--- config.mk ---
export PLATFORM = sky130hd
export DESIGN_NAME = bf16_acc_stream_flat
export DESIGN_NICKNAME = d
export VERILOG_FILES = /design/src/rtl/bf16_pkg.sv /design/src/rtl/bf16_acc_stream_if.sv /design/src/rtl/bf16_add.sv /design/src/rtl/bf16_acc_stream.sv /design/src/flat_wrapper.sv
export SDC_FILE = /design/constraint.sdc
export NUM_CORES = 1
export LEC_CHECK = 0
export BUFFER_PORTS_ARGS = -buffer_cell sky130_fd_sc_hd__buf_4
export CAP_MARGIN = 20
export CORE_ASPECT_RATIO = 0.9
export CORE_UTILIZATION = 30
export DETAILED_ROUTE_END_ITERATION = 6
export SLEW_MARGIN = 15
export SYNTH_ARGS = -nofsm -noshare
export SYNTH_HDL_FRONTEND = slang
export SYNTH_SLANG_ARGS = --single-unit
--- constraint.sdc ---
create_clock -name clk -period 27.9 [get_ports clk]
set_clock_uncertainty 0.2 [all_clocks]
set_input_delay 5.58 -clock clk [delete_from_list [all_inputs] [get_ports clk]]
set_output_delay 5.58 -clock clk [all_outputs]
set_load 0.02 [all_outputs]
--- src/rtl/bf16_pkg.sv ---
// Shared bf16 types, constants and classification helpers.
// Used by the accumulator stream and its adder datapath.
package bf16_pkg;

    localparam int E = 8;
    localparam int M = 7;

    typedef struct packed {
        logic         s;
        logic [E-1:0] e;
        logic [M-1:0] m;
    } bf16_t;

    localparam logic [E-1:0] EXP_SPECIAL = 8'hFF;
    localparam bf16_t BF16_ZERO = '{s: 1'b0, e: 8'h00, m: 7'h00};
    localparam bf16_t BF16_QNAN = '{s: 1'b0, e: 8'hFF, m: 7'h40};

    typedef enum logic [1:0] {
        IDLE,
        ACC,
        DONE
    } state_e;

    function automatic logic is_zero(input bf16_t v);
        return v.e == '0;
    endfunction

    function automatic logic is_special(input bf16_t v);
        return v.e == EXP_SPECIAL;
    endfunction

endpackage

--- src/rtl/bf16_acc_stream_if.sv ---
// Element input stream and result output stream of the accumulator.
// The slave view is the accumulator, the master view its environment.
interface bf16_acc_stream_if
    import bf16_pkg::*;
#(
    parameter int CNT_W = 8
);
    logic             valid_i;
    logic             ready_o;
    logic             s_i;
    logic [E-1:0]     e_i;
    logic [M-1:0]     m_i;
    logic             last_i;
    logic             valid_o;
    logic             ready_i;
    logic             s_o;
    logic [E-1:0]     e_o;
    logic [M-1:0]     m_o;
    logic [CNT_W-1:0] cnt_o;
    logic             nan_o;

    modport slave (
        input  valid_i, s_i, e_i, m_i, last_i, ready_i,
        output ready_o, valid_o, s_o, e_o, m_o, cnt_o, nan_o
    );

    modport master (
        output valid_i, s_i, e_i, m_i, last_i, ready_i,
        input  ready_o, valid_o, s_o, e_o, m_o, cnt_o, nan_o
    );
endinterface

--- src/rtl/bf16_add.sv ---
// Combinational bf16 adder, round toward zero, subnormals flushed.
// Guard/round/sticky bits keep truncation exact on cancellation.
module bf16_add
    import bf16_pkg::*;
(
    input  bf16_t a_i,
    input  bf16_t b_i,
    output bf16_t y_o
);
    bf16_t        big;
    bf16_t        sml;
    logic [E-1:0] diff;
    logic [10:0]  ma_x;
    logic [10:0]  mb_x;
    logic [10:0]  mask;
    logic [10:0]  al;
    logic [11:0]  sum;
    logic [11:0]  nrm;
    logic [3:0]   sh;

    always_comb begin
        if ({a_i.e, a_i.m} >= {b_i.e, b_i.m}) begin
            big = a_i;
            sml = b_i;
        end else begin
            big = b_i;
            sml = a_i;
        end
        diff = big.e - sml.e;
        ma_x = {1'b1, big.m, 3'b000};
        mb_x = {1'b1, sml.m, 3'b000};
        mask = ~(11'h7FF << diff[3:0]);
        if (diff > 8'd10) begin
            al = 11'd1;
        end else begin
            al = (mb_x >> diff[3:0]) | {10'd0, |(mb_x & mask)};
        end
        if (big.s ^ sml.s) begin
            sum = {1'b0, ma_x} - {1'b0, al};
        end else begin
            sum = {1'b0, ma_x} + {1'b0, al};
        end
        sh = 4'd0;
        for (int i = 0; i < 11; i++) begin
            if (sum[i]) sh = 4'(10 - i);
        end
        nrm = sum << sh;

        y_o = BF16_ZERO;
        if (is_special(a_i) || is_special(b_i)) begin
            y_o = BF16_QNAN;
        end else if (is_zero(a_i)) begin
            y_o = b_i;
        end else if (is_zero(b_i)) begin
            y_o = a_i;
        end else if (sum == '0) begin
            y_o = BF16_ZERO;
        end else if (sum[11]) begin
            // Overflow truncates to the largest finite value
            if (big.e == 8'hFE) begin
                y_o = '{s: big.s, e: 8'hFE, m: 7'h7F};
            end else begin
                y_o = '{s: big.s, e: big.e + 8'd1, m: sum[10:4]};
            end
        end else if ({1'b0, big.e} <= {5'd0, sh}) begin
            y_o = BF16_ZERO;
        end else begin
            y_o = '{s: big.s, e: big.e - {4'd0, sh}, m: nrm[9:3]};
        end
    end
endmodule

--- src/rtl/bf16_acc_stream.sv ---
// Streaming bf16 vector accumulator: sums elements up to last_i and
// emits one result plus saturating element count per vector.
module bf16_acc_stream
    import bf16_pkg::*;
#(
    parameter int CNT_W = 8
)(
    input  logic                  clk,
    input  logic                  nreset,
    bf16_acc_stream_if.slave      bus
);
    state_e           state_q, state_d;
    bf16_t            acc_q, acc_d;
    logic             acc_zero_q, acc_zero_d;
    logic             nan_q, nan_d;
    logic [CNT_W-1:0] cnt_q, cnt_d;

    bf16_t            elem;
    bf16_t            sum;
    bf16_t            res;
    logic             ready;
    logic             acc_en;
    logic             fresh;
    logic             normal;
    logic             az_b;

    assign elem   = '{s: bus.s_i, e: bus.e_i, m: bus.m_i};
    assign ready  = (state_q != DONE) | bus.ready_i;
    assign acc_en = bus.valid_i & ready;
    assign fresh  = (state_q == IDLE) | (state_q == DONE);
    assign normal = ~is_zero(elem) & ~is_special(elem);
    assign az_b   = fresh | acc_zero_q;

    bf16_add u_add (
        .a_i (acc_q),
        .b_i (elem),
        .y_o (sum)
    );

    always_ff @(posedge clk or negedge nreset) begin
        if (!nreset) begin
            state_q    <= IDLE;
            acc_q      <= BF16_ZERO;
            acc_zero_q <= 1'b1;
            nan_q      <= 1'b0;
            cnt_q      <= '0;
        end else begin
            state_q    <= state_d;
            acc_q      <= acc_d;
            acc_zero_q <= acc_zero_d;
            nan_q      <= nan_d;
            cnt_q      <= cnt_d;
        end
    end

    always_comb begin
        state_d    = state_q;
        acc_d      = acc_q;
        acc_zero_d = acc_zero_q;
        nan_d      = nan_q;
        cnt_d      = cnt_q;
        if (acc_en) begin
            // A fresh vector starts from a cleared accumulator
            acc_d      = fresh ? BF16_ZERO : acc_q;
            acc_zero_d = az_b;
            nan_d      = fresh ? 1'b0 : nan_q;
            if (fresh) begin
                cnt_d = CNT_W'(1);
            end else if (cnt_q != '1) begin
                cnt_d = cnt_q + CNT_W'(1);
            end
            unique case (1'b1)
                is_special(elem): nan_d = 1'b1;
                is_zero(elem):    ;
                normal & az_b: begin
                    acc_d      = elem;
                    acc_zero_d = 1'b0;
                end
                normal & ~az_b:   acc_d = sum;
                default:          ;
            endcase
        end
        unique case (state_q)
            IDLE, ACC: begin
                if (acc_en) state_d = bus.last_i ? DONE : ACC;
            end
            DONE: begin
                if (acc_en) begin
                    state_d = bus.last_i ? DONE : ACC;
                end else if (bus.ready_i) begin
                    state_d = IDLE;
                end
            end
            default: state_d = IDLE;
        endcase
    end

    always_comb begin
        res = acc_q;
        if (nan_q) begin
            res = BF16_QNAN;
        end else if (acc_zero_q) begin
            res = BF16_ZERO;
        end
    end

    assign bus.ready_o = ready;
    assign bus.valid_o = state_q == DONE;
    assign bus.s_o     = res.s;
    assign bus.e_o     = res.e;
    assign bus.m_o     = res.m;
    assign bus.cnt_o   = cnt_q;
    assign bus.nan_o   = nan_q;
endmodule

--- src/flat_wrapper.sv ---
// flat-port wrapper written by rule: the top's interface ports become plain ports
module bf16_acc_stream_flat import bf16_pkg::*;
#(
    parameter int CNT_W = 8
)
  (clk, nreset, bus_valid_i, bus_s_i, bus_e_i, bus_m_i, bus_last_i, bus_ready_i, bus_ready_o, bus_valid_o, bus_s_o, bus_e_o, bus_m_o, bus_cnt_o, bus_nan_o);
  bf16_acc_stream_if #(.CNT_W(CNT_W)) bus_i ();
  input  logic clk;
  input  logic nreset;
  input wire logic [$bits(bus_i.valid_i)-1:0] bus_valid_i;
  input wire logic [$bits(bus_i.s_i)-1:0] bus_s_i;
  input wire logic [$bits(bus_i.e_i)-1:0] bus_e_i;
  input wire logic [$bits(bus_i.m_i)-1:0] bus_m_i;
  input wire logic [$bits(bus_i.last_i)-1:0] bus_last_i;
  input wire logic [$bits(bus_i.ready_i)-1:0] bus_ready_i;
  output wire logic [$bits(bus_i.ready_o)-1:0] bus_ready_o;
  output wire logic [$bits(bus_i.valid_o)-1:0] bus_valid_o;
  output wire logic [$bits(bus_i.s_o)-1:0] bus_s_o;
  output wire logic [$bits(bus_i.e_o)-1:0] bus_e_o;
  output wire logic [$bits(bus_i.m_o)-1:0] bus_m_o;
  output wire logic [$bits(bus_i.cnt_o)-1:0] bus_cnt_o;
  output wire logic [$bits(bus_i.nan_o)-1:0] bus_nan_o;
  assign bus_i.valid_i = bus_valid_i;
  assign bus_i.s_i = bus_s_i;
  assign bus_i.e_i = bus_e_i;
  assign bus_i.m_i = bus_m_i;
  assign bus_i.last_i = bus_last_i;
  assign bus_i.ready_i = bus_ready_i;
  assign bus_ready_o = bus_i.ready_o;
  assign bus_valid_o = bus_i.valid_o;
  assign bus_s_o = bus_i.s_o;
  assign bus_e_o = bus_i.e_o;
  assign bus_m_o = bus_i.m_o;
  assign bus_cnt_o = bus_i.cnt_o;
  assign bus_nan_o = bus_i.nan_o;
  bf16_acc_stream #(.CNT_W(CNT_W)) u_core (.clk(clk), .nreset(nreset), .bus(bus_i));
endmodule
==> metrics.json, run 1 <==
{
  "run_status": "complete, no violations",
  "critical_path.reg2reg.endpoint": "u_core.acc_q[15]",
  "synth_flop_cell": "dfrtp_1",
  "synth_enable_flop_cells": 0,
  "place_hpwl_um": 15340,
  "critPathRequiredTime_ns": 27.83,
  "num-nets-final": 875,
  "synth.net_count": 856,
  "dr.first_iter.drc_count": 779,
  "synth_largest_type_area_fraction_pct": 11.74,
  "wl_per_cell_um": 18.63,
  "worst_path_largest_cell_delay_ns": 0.90,
  "top_level_ports": 48,
  "worst_ir_drop_vdd_uv": 40.58,
  "total_count_of_hold_check_failures_in_the_final_report": 0,
  "timing.reg2reg.worst_path_depth": 43,
  "post_synth_most_frequent_cells": "nand2_1, nor2_1, a21oi_1, o21ai_0, inv_1",
  "cap_violations": 0,
  "initial_core_util_pct": 30.97,
  "slew_viols_final": 0,
  "setup-tns-final_ns": 0,
  "number_of_antenna_violating_nets_in_the_routed_design": 0,
  "worstHoldPathType": "flip-flop to flip-flop",
  "grt_use_total_pct": 19.86,
  "grt_overflow": 0,
  "post_route_cells_drive_above_1_share_pct": 14.39,
  "placed_area_sq_um": 6284,
  "synth_async_sr_flop_share_pct": 100.0,
  "post-route-period-util_pct": 59.49,
  "worst_case_register_to_register_setup_slack_ns": 16.30,
  "grt_antenna_before_repair": 0,
  "clkTransAtPathRegs_ns": 0.07,
  "cts.sinks": 28,
  "leakage_nw": 2.636,
  "cell_chosen_for_the_clock_root": "clkbuf_16",
  "clk-insertion-delay-late_ns": 0.27,
  "area_growth_syn_to_layout_pct": 11.02,
  "holdBufCountCts": 0,
  "synthTopCellsByArea": "dfrtp_1, ha_1, nand2_1, nor2_1, a21oi_1",
  "highest_clock_rate_mhz": 60.25,
  "slew_headroom_pct": 25.35,
  "crit-reg2reg-launch": "u_core.acc_q[7]",
  "synth.ff_latch_count": 28,
  "cts.repair_timing.setup_buffer_count": 0,
  "total_of_buffers_placed_on_input_and_output_ports": 47,
  "tritoncts": "done",
  "routabilityCongestion": 0.9493,
  "powerDensity_nw_per_um2": 112.4,
  "cp_max_fo": 25,
  "arrival_ns": 16.53,
  "number_of_global_route_vias_before_repair": 5709,
  "crit_path_end": "u_core.acc_q[15]",
  "share_comb_of_total_power_pct": 84.0,
  "worstSetupPathType": "input pin to flip-flop",
  "floorplan.die_area_sq_um": 19740,
  "std_cell_rows": 47,
  "grt_setup_unrepaired": "no",
  "core_area_sq_um": 18580,
  "worst_setup_path_startpoint": "bus_e_i[0]",
  "final-setup-viol-count": 0,
  "dr.pass1.iters": 7,
  "ctsResizeCount": 0,
  "avgSynthCellArea_sq_um": 7.238,
  "startpoint_type": "input pin",
  "critical_path.most_common_cell": "nor2_1",
  "cts_buffers": 3,
  "synthDistinctLibCells": 100,
  "vias_per_cell": 5.918,
  "grt_pass1_wl_um": 31380,
  "clock_power_share_pct": 6.0,
  "power_mw": 0.7184,
  "crit_path_top_delay_cell": "a2111oi_4",
  "fill_cells": 2038,
  "power.internal_mw": 0.3019,
  "netSwitchingFraction_pct": 57.97,
  "route.vias.total": 6261,
  "final-seq-area_sq_um": 701.9,
  "antenna_cells_inserted": 0,
  "worstMarginPinSlew_ns": 1.115,
  "clock_tree.htree_level_count": 1,
  "total_routed_wirelength_um": 19710,
  "endpoint_kind": "flip-flop",
  "multi_input_comb_area_sq_um": 4690,
  "switchingPower_mw": 0.4164,
  "synth-seq-area-share_pct": 12.20,
  "die_w_um": 148.0,
  "min_period_ns": 16.60,
  "yosysMostFrequentCell": "nand2_1",
  "clk_path_buf_depth": 2,
  "synthesis.area_sq_um": 5754,
  "power_frac_seq_pct": 9.9,
  "die_outline_height_um": 133.4,
  "grt_max_degree": 35,
  "yosys_warnings": 0,
  "syn-instance-count": 795,
  "detail_route.drc_violations": 0,
  "design_area_sq_um": 6389,
  "synth_area_leader_cell": "dfrtp_1"
}
## cells in the final DEF, fill, tap and decap left out, drive strengths merged, types with 6 or more instances in the layout
master   n
o31ai    8
o21a     6
nor3    31
nand4   10
a21o    16
nand3   28
ha      38
mux2     8
nor2    76
and3     7
a211oi   7
a21oi   57
nor4    12
xor2     6
o211ai  15
dfrtp   27
nand2   80
a31oi   11
o21ai   60
nand2b  14
xnor2   14
mux2i   23
or2     10
inv     46
buf     54
and2    16
or3      8
nor2b   14
## final cells by class
type	count	area share, %
clock buffer	3	1.175
clock inverter	1	0.4700
inverter	48	2.820
multi-input combinational	679	73.40
sequential	28	10.99
tap	245	4.798
timing repair buffer	54	6.345
## registers in the layout, summed over array words and instances (netlist names)
signal             flops
u_core.state_q         2
u_core.acc_q          16
u_core.acc_zero_q      1
u_core.bus.nan_o       1
u_core.bus.cnt_o       8
## power by group through the flow
stage | combinational (mW) | sequential [mW] | clock [mW]
after floorplan | 0.455 | 0.0636 | 0
after global placement | 0.588 | 0.0708 | 0
after detailed placement | 0.586 | 0.0710 | 0
after CTS | 0.590 | 0.0703 | 0.0435
after global routing | 0.650 | 0.0729 | 0.0457
final | 0.604 | 0.0714 | 0.0432
## per-layer routing
metal  routed length [um]  part of all wire, %  GRT usage [%]  vias up
met2                 8634                   44          30.18      286
met4                  244                  1.2          4.525        0
met1                 9344                   47          29.95     2939
li1                     -                    -              -     3021
met5                    0                    0              0        -
met3                 1489                  7.6          1.712       15
## cell families (layout without fill, tap and decap cells)
family / Yosys count / count (layout) / synth area share [%]
AOI/OAI and AO/OA: 267 / 267 / 34.68
xor gates and xnor gates: 20 / 20 / 3.044
adders and majority gates: 40 / 40 / 8.959
buffers and inverters: 88 / 106 / 6.371
DFF: 28 / 28 / 12.20
muxes: 33 / 33 / 6.349
and+or+nand+nor: 319 / 319 / 28.40
## metrics by stage
stage	std cells	setup slack [ns]	hold slack [ns]	utilization, %
after detailed placement	1054	11.21	0.2773	33.81
after floorplan	795	13.10	0.2448	-
after CTS	1058	11.45	0.2871	34.38
after global routing	1058	10.55	0.3149	34.38
final	1058	11.30	0.2816	34.38
after global placement	1054	11.52	0.2700	33.81
## worst min-delay path by stage
stage / start / endpoint / slack (ns) / depth (start not counted)
floorplan: u_core.state_q[1] / u_core.state_q[1] / 0.24 / 1
global route: u_core.state_q[1] / u_core.state_q[1] / 0.31 / 1
global placement: u_core.state_q[1] / u_core.state_q[1] / 0.27 / 1
CTS: u_core.state_q[1] / u_core.state_q[1] / 0.29 / 1
finish: u_core.state_q[1] / u_core.state_q[1] / 0.28 / 1
detailed placement: u_core.state_q[1] / u_core.state_q[1] / 0.28 / 1
## worst max-delay path: cells and delay by family
family | cells | cell delay, ns
fa+ha+maj | 4 | 1.63
buf+inv | 4 | 0.49
simple gates | 18 | 4.33
compound gates | 19 | 4.46
Note: power is estimated with default switching activity, not from simulation.
==> run 2: changes to the inputs <==
clock period = 17.35 ns   (was 27.9 ns; I/O delays follow)
==> run 2 against run 1 <==
Effect of this change:
- first-iteration DRC count down 28%
- worst hold slack better by 0.0073 ns
- critical path depth unchanged
- register-to-register slack worse by 11 ns
- sequential share of layout area unchanged
- count of clock-buffer cells in the layout unchanged
- utilization unchanged
==> metrics.json, run 2 (same netlist as run 1, synthesis figures left out) <==
{
  "worst_ir_drop_vdd": {"value": 60.81, "unit": "uV", "change": "was 40.58 uV"},
  "setup-tns-final": {"value": 0, "unit": "ns", "change": "unchanged"},
  "hold-worst-slack": {"value": 0.2889, "unit": "ns", "change": "was 0.2816 ns"},
  "top_level_ports": {"value": 48, "change": "unchanged"},
  "crit_path_end": {"value": "u_core.acc_q[3]", "change": "was u_core.acc_q[15]"},
  "floorplan.die_area": {"value": 19740, "unit": "sq um", "change": "unchanged"},
  "die_outline_height": {"value": 133.4, "unit": "um", "change": "unchanged"},
  "post_route_cells_drive_above_1_share": {"value": 14.39, "unit": "%", "change": "unchanged"},
  "grt_use_total": {"value": 19.80, "unit": "%", "change": "was 19.86%"},
  "die_w": {"value": 148.0, "unit": "um", "change": "unchanged"},
  "finalWorstSetupSlack": {"value": 2.788, "unit": "ns", "change": "was 11.30 ns"},
  "post_layout_nonfiller_instances": {"value": 1058, "change": "unchanged"},
  "critical_path.reg2reg.endpoint": {"value": "u_core.acc_q[3]", "change": "was u_core.acc_q[15]"},
  "mostFrequentLayoutCell": {"value": "nand2_1", "change": "unchanged"},
  "wl_per_cell": {"value": 18.67, "unit": "um", "change": "was 18.63 um"},
  "grt_setup_unrepaired": {"value": "no", "change": "unchanged"},
  "cts.repair_timing.setup_buffer_count": {"value": 0, "change": "unchanged"},
  "grt_max_degree": {"value": 35, "change": "unchanged"},
  "num-nets-final": {"value": 875, "change": "unchanged"},
  "total_routed_wirelength": {"value": 19760, "unit": "um", "change": "was 19710 um"},
  "crit-reg2reg-launch": {"value": "u_core.acc_q[7]", "change": "unchanged"},
  "largest_reg_flops": {"value": 16, "change": "unchanged"},
  "placed_area": {"value": 6284, "unit": "sq um", "change": "unchanged"},
  "grt_antenna_before_repair": {"value": 0, "change": "unchanged"},
  "number_of_global_route_vias_before_repair": {"value": 5775, "change": "was 5709"},
  "route.vias.total": {"value": 6348, "change": "was 6261"},
  "worstMarginPinSlew": {"value": 1.126, "unit": "ns", "change": "was 1.115 ns"},
  "leakage": {"value": 2.636, "unit": "nW", "change": "unchanged"},
  "worstSetupPathType": {"value": "input pin to flip-flop", "change": "unchanged"},
  "startpoint_type": {"value": "input pin", "change": "unchanged"},
  "tritoncts": {"value": "done", "change": "unchanged"},
  "post-route-period-util_pct": 83.93,
  "min_period_ns": 14.56,
  "cp_max_fo": {"value": 25, "change": "unchanged"},
  "dr.first_iter.drc_count": {"value": 564, "change": "was 779"},
  "worstHoldPathType": {"value": "flip-flop to flip-flop", "change": "unchanged"},
  "clk_path_buf_depth": {"value": 2, "change": "unchanged"},
  "cell_chosen_for_the_clock_root": {"value": "clkbuf_16", "change": "unchanged"},
  "initial_core_util": {"value": 30.97, "unit": "%", "change": "unchanged"},
  "slew_viols_final": {"value": 0, "change": "unchanged"},
  "run_status": {"value": "complete, no violations", "change": "unchanged"},
  "arrival": {"value": 14.54, "unit": "ns", "change": "was 16.53 ns"},
  "design_area": {"value": 6389, "unit": "sq um", "change": "unchanged"},
  "critical_path.most_common_cell": {"value": "nor2_1", "change": "unchanged"},
  "place_hpwl": {"value": 15330, "unit": "um", "change": "was 15340 um"},
  "worst_case_register_to_register_setup_slack": {"value": 5.69, "unit": "ns", "change": "was 16.30 ns"},
  "power": {"value": 1.151, "unit": "mW", "change": "was 0.7184 mW"},
  "layout.core_utilization": {"value": 34.38, "unit": "%", "change": "unchanged"},
  "total_count_of_hold_check_failures_in_the_final_report": {"value": 0, "change": "unchanged"},
  "ctsResizeCount": {"value": 0, "change": "unchanged"},
  "detail_route.drc_violations": {"value": 0, "change": "unchanged"},
  "worst_setup_path_startpoint": {"value": "bus_e_i[0]", "change": "unchanged"},
  "cts.sinks": {"value": 28, "change": "unchanged"},
  "largest_register": {"value": "u_core.acc_q", "change": "unchanged"},
  "worst_path_largest_cell_delay": {"value": 0.88, "unit": "ns", "change": "was 0.90 ns"},
  "place_worst_setup_slack": {"value": 2.794, "unit": "ns", "change": "was 11.21 ns"},
  "core_area": {"value": 18580, "unit": "sq um", "change": "unchanged"},
  "cts_buffers": {"value": 3, "change": "unchanged"},
  "clock_tree.htree_level_count": {"value": 1, "change": "unchanged"},
  "std_cell_rows": {"value": 47, "change": "unchanged"},
  "grt_overflow": {"value": 0, "change": "unchanged"},
  "clkTransAtPathRegs": {"value": 0.08, "unit": "ns", "change": "was 0.07 ns"},
  "number_of_antenna_violating_nets_in_the_routed_design": {"value": 0, "change": "unchanged"},
  "dr.pass1.iters": {"value": 5, "change": "was 7"},
  "cap_violations": {"value": 0, "change": "unchanged"},
  "routabilityCongestion": {"value": 0.9509, "change": "was 0.9493"},
  "grt_pass1_wl": {"value": 31370, "unit": "um", "change": "was 31380 um"},
  "total_of_buffers_placed_on_input_and_output_ports": {"value": 47, "change": "unchanged"},
  "area_growth_syn_to_layout": {"value": 11.02, "unit": "%", "change": "unchanged"},
  "highest_clock_rate_mhz": 68.67,
  "slew_headroom": {"value": 24.56, "unit": "%", "change": "was 25.35%"},
  "antenna_cells_inserted": {"value": 0, "change": "unchanged"},
  "critPathRequiredTime": {"value": 17.33, "unit": "ns", "change": "was 27.83 ns"},
  "crit_path_top_delay_cell": {"value": "a2111oi_4", "change": "unchanged"},
  "timing.reg2reg.worst_path_depth": {"value": 43, "change": "unchanged"},
  "final-setup-viol-count": {"value": 0, "change": "unchanged"},
  "endpoint_kind": {"value": "flip-flop", "change": "unchanged"},
  "powerDensity": {"value": 180.2, "unit": "nW/um^2", "change": "was 112.4 nW/um^2"},
  "holdBufCountCts": {"value": 0, "change": "unchanged"},
  "clk-insertion-delay-late": {"value": 0.27, "unit": "ns", "change": "about the same"},
  "vias_per_cell": {"value": 6.000, "change": "was 5.918"},
  "mostFrequentLayoutCells": {"value": "nand2_1, nor2_1, buf_4, a21oi_1, o21ai_0", "change": "unchanged"},
  "placed_cells_incl_taps": {"value": 1054, "change": "unchanged"}
}
run 2: final cells by class:
type | count | area [sq um]
Fill cell | 1993 | 12190
Multi-Input combinational cell | 679 | 4690
Sequential cell | 28 | 701.9
Timing Repair Buffer | 54 | 405.4
Tap cell | 245 | 306.5
Inverter | 48 | 180.2
Clock buffer | 3 | 75.07
Clock inverter | 1 | 30.03
run 2: worst min-delay path by stage:
stage | start | end | slack [ns] | cells after the start
final | u_core.state_q[1] | u_core.state_q[1] | 0.29 | 1
after CTS | u_core.state_q[1] | u_core.state_q[1] | 0.29 | 1
after detailed placement | u_core.state_q[1] | u_core.state_q[1] | 0.28 | 1
after global placement | u_core.state_q[1] | u_core.state_q[1] | 0.27 | 1
after global routing | u_core.state_q[1] | u_core.state_q[1] | 0.31 | 1
after floorplan | u_core.state_q[1] | u_core.state_q[1] | 0.24 | 1
run 2: critical path, delay by kind of cell:
kind,cells,cell delay (ns)
buf+inv,4,0.50
fa+ha+maj,4,1.63
simple gates,16,4.05
compound gates,21,4.87
run 2: per-layer routing:
layer / GRT usage (%) / up-vias / share of wire (%)
met5: 0 / - / 0
met1: 29.24 / 3024 / 47
met3: 1.610 / 21 / 7.0
met4: 4.009 / 0 / 1.2
met2: 31.19 / 280 / 44
li1: - / 3023 / -
run 2: power breakdown:
group	internal, mW	total, mW	switching [mW]	leakage (nW)
Sequential	0.0802	0.115	0.0347	0.338
Combinational	0.359	0.967	0.608	2.25
Clock	0.0460	0.0691	0.0231	0.0511
==> run 3: changes to the inputs <==
clock period = 13.2 ns   (was 17.35 ns; I/O delays follow)
==> run 3 against run 2 <==
Effect of this change:
- setup slack got worse by 1.9 ns
- clock power rose by 31%
- wire length rose by 1.3%
- count of clock-buffer cells in the layout did not move
- sequential share of layout area fell by 0.13 points
- critical path type unchanged
- largest cell class unchanged
- combinational power rose by 35%
- die area did not move
- worst hold slack improved by 0.0049 ns
==> metrics.json, run 3 (same netlist as run 1, synthesis figures left out) <==
{
  "grt_antenna_before_repair": {"value": 0, "change": "unchanged"},
  "run_status": {"value": "complete, no violations", "change": "unchanged"},
  "startpoint_type": {"value": "input pin", "change": "unchanged"},
  "clk-insertion-delay-late": {"value": 0.27, "unit": "ns", "change": "about the same"},
  "critical_path_buf_inv_count": {"value": 6, "change": "was 4"},
  "top_level_ports": {"value": 48, "change": "unchanged"},
  "min_period_ns": 12.28,
  "slew_viols_final": {"value": 0, "change": "unchanged"},
  "largest_register": {"value": "u_core.acc_q", "change": "unchanged"},
  "worst_ir_drop_vdd": {"value": 76.28, "unit": "uV", "change": "was 60.81 uV"},
  "total_count_of_hold_check_failures_in_the_final_report": {"value": 0, "change": "unchanged"},
  "cell_chosen_for_the_clock_root": {"value": "clkbuf_16", "change": "unchanged"},
  "critPathRequiredTime": {"value": 13.19, "unit": "ns", "change": "was 17.33 ns"},
  "grt_max_degree": {"value": 35, "change": "unchanged"},
  "area_growth_syn_to_layout": {"value": 12.33, "unit": "%", "change": "was 11.02%"},
  "worstSetupPathType": {"value": "input pin to flip-flop", "change": "unchanged"},
  "worst_path_largest_cell_delay": {"value": 0.49, "unit": "ns", "change": "was 0.88 ns"},
  "number_of_antenna_violating_nets_in_the_routed_design": {"value": 0, "change": "unchanged"},
  "crit_path_top_delay_cell": {"value": "a21oi_2", "change": "was a2111oi_4"},
  "mostFrequentLayoutCell": {"value": "nand2_1", "change": "unchanged"},
  "post-route-period-util_pct": 93.05,
  "worst_case_register_to_register_setup_slack": {"value": 2.90, "unit": "ns", "change": "was 5.69 ns"},
  "dr.pass1.iters": {"value": 5, "change": "unchanged"},
  "arrival": {"value": 12.28, "unit": "ns", "change": "was 14.54 ns"},
  "mostFrequentLayoutCells": {"value": "nand2_1, nor2_1, buf_4, a21oi_1, o21ai_0", "change": "unchanged"},
  "number_of_global_route_vias_before_repair": {"value": 5633, "change": "was 5775"},
  "critical_path.most_common_cell": {"value": "nor2_1", "change": "unchanged"},
  "place_worst_setup_slack": {"value": 0.8884, "unit": "ns", "change": "was 2.794 ns"},
  "tritoncts": {"value": "done", "change": "unchanged"},
  "endpoint_kind": {"value": "flip-flop", "change": "unchanged"},
  "core_area": {"value": 18580, "unit": "sq um", "change": "unchanged"},
  "cts.repair_timing.setup_buffer_count": {"value": 0, "change": "unchanged"},
  "slew_headroom": {"value": 34.02, "unit": "%", "change": "was 24.56%"},
  "wl_per_cell": {"value": 18.73, "unit": "um", "change": "was 18.67 um"},
  "clock_tree.htree_level_count": {"value": 1, "change": "unchanged"},
  "routabilityCongestion": {"value": 0.9304, "change": "was 0.9509"},
  "placed_area": {"value": 6351, "unit": "sq um", "change": "was 6284 sq um"},
  "cts.sinks": {"value": 28, "change": "unchanged"},
  "holdBufCountCts": {"value": 0, "change": "unchanged"},
  "place_hpwl": {"value": 15620, "unit": "um", "change": "was 15330 um"},
  "powerDensity": {"value": 240.0, "unit": "nW/um^2", "change": "was 180.2 nW/um^2"},
  "leakage": {"value": 2.685, "unit": "nW", "change": "was 2.636 nW"},
  "grt_overflow": {"value": 0, "change": "unchanged"},
  "die_w": {"value": 148.0, "unit": "um", "change": "unchanged"},
  "ctsResizeCount": {"value": 0, "change": "unchanged"},
  "post_route_cells_drive_above_1_share": {"value": 15.43, "unit": "%", "change": "was 14.39%"},
  "std_cell_rows": {"value": 47, "change": "unchanged"},
  "worstMarginPinSlew": {"value": 0.9742, "unit": "ns", "change": "was 1.126 ns"},
  "die_outline_height": {"value": 133.4, "unit": "um", "change": "unchanged"},
  "num-nets-final": {"value": 885, "change": "was 875"},
  "largest_reg_flops": {"value": 16, "change": "unchanged"},
  "cp_max_fo": {"value": 19, "change": "was 25"},
  "clk_path_buf_depth": {"value": 2, "change": "unchanged"},
  "grt_pass1_wl": {"value": 31350, "unit": "um", "change": "was 31370 um"},
  "design_area": {"value": 6464, "unit": "sq um", "change": "was 6389 sq um"},
  "grt_use_total": {"value": 19.74, "unit": "%", "change": "was 19.80%"},
  "grt_setup_unrepaired": {"value": "no", "change": "unchanged"},
  "antenna_cells_inserted": {"value": 0, "change": "unchanged"},
  "cts_buffers": {"value": 3, "change": "unchanged"},
  "dr.first_iter.drc_count": {"value": 830, "change": "was 564"},
  "detail_route.drc_violations": {"value": 0, "change": "unchanged"},
  "floorplan.die_area": {"value": 19740, "unit": "sq um", "change": "unchanged"},
  "worstHoldPathType": {"value": "flip-flop to flip-flop", "change": "unchanged"},
  "initial_core_util": {"value": 30.97, "unit": "%", "change": "unchanged"},
  "setup-tns-final": {"value": 0, "unit": "ns", "change": "unchanged"},
  "final-setup-viol-count": {"value": 0, "change": "unchanged"},
  "total_of_buffers_placed_on_input_and_output_ports": {"value": 47, "change": "unchanged"},
  "finalWorstSetupSlack": {"value": 0.9178, "unit": "ns", "change": "was 2.788 ns"},
  "route.vias.total": {"value": 6417, "change": "was 6348"},
  "highest_clock_rate_mhz": 81.42,
  "clkTransAtPathRegs": {"value": 0.07, "unit": "ns", "change": "was 0.08 ns"},
  "total_routed_wirelength": {"value": 20010, "unit": "um", "change": "was 19760 um"},
  "critPathTopFamily": {"value": "compound AO/OA/AOI/OAI gates", "change": "unchanged"},
  "cap_violations": {"value": 0, "change": "unchanged"},
  "vias_per_cell": {"value": 6.008, "change": "was 6.000"}
}
[run 3: cell types whose count changed in the layout (fill, tap and decap cells not counted), sizes merged]
cell    before  now
clkbuf       3    4
buf         54   63
[run 3: layer usage]
| metal | track usage [%] | wire length, um | up-vias |
|---|---|---|---|
| met2 | 29.11 | 8397 | 327 |
| li1 | - | - | 3052 |
| met1 | 30.00 | 9113 | 2991 |
| met4 | 6.014 | 622 | 0 |
| met3 | 1.610 | 1871 | 47 |
| met5 | 0 | 0 | - |
[run 3: through the flow]
stage | utilization [%] | hold slack, ns | power [mW] | cells
after floorplan | - | 0.2448 | 1.095 | 795
after CTS | 34.74 | 0.2897 | 1.519 | 1067
after global placement | 34.18 | 0.2713 | 1.423 | 1063
after detailed placement | 34.18 | 0.2801 | 1.423 | 1063
final | 34.78 | 0.2939 | 1.551 | 1068
after global routing | 34.78 | 0.3166 | 1.659 | 1068
[run 3: path summary, 6_finish.rpt]
check	from	endpoint	cells past startpoint
worst max-delay path	bus_e_i[0]	u_core.acc_q[3]	47
worst max register to register	u_core.acc_q[7]	u_core.acc_q[3]	45
min in group asynchronous	nreset	u_core.bus.cnt_o[1]	1
worst min-delay path	u_core.state_q[1]	u_core.state_q[1]	1
max in group asynchronous	nreset	u_core.acc_zero_q	1
worst min register to register	u_core.state_q[1]	u_core.state_q[1]	1
[run 3: final cells by class]
cell class	instances	area [sq um]
Inverter	48	180.2
Tap cell	245	306.5
Multi-Input combinational cell	679	4690
Sequential cell	28	701.9
Timing Repair Buffer	64	480.5
Clock buffer	3	75.07
Clock inverter	1	30.03
Fill cell	2007	12120
[run 3: report_power, final]
group          internal, mW  switching (mW)
Sequential            0.105          0.0455
Clock                0.0605          0.0303
Combinational         0.496           0.814
Total                 0.662           0.890
[run 3: worst reg2reg max path, delay by kind of cell (launching register included)]
kind                     cells  cell delay (ns)
AO/OA/AOI/OAI               20             4.02
buffers and inverters        4             0.76
AND/OR/NAND/NOR             17             3.34
flip-flops                   1             0.51
adder cells (fa/ha/maj)      4             1.39
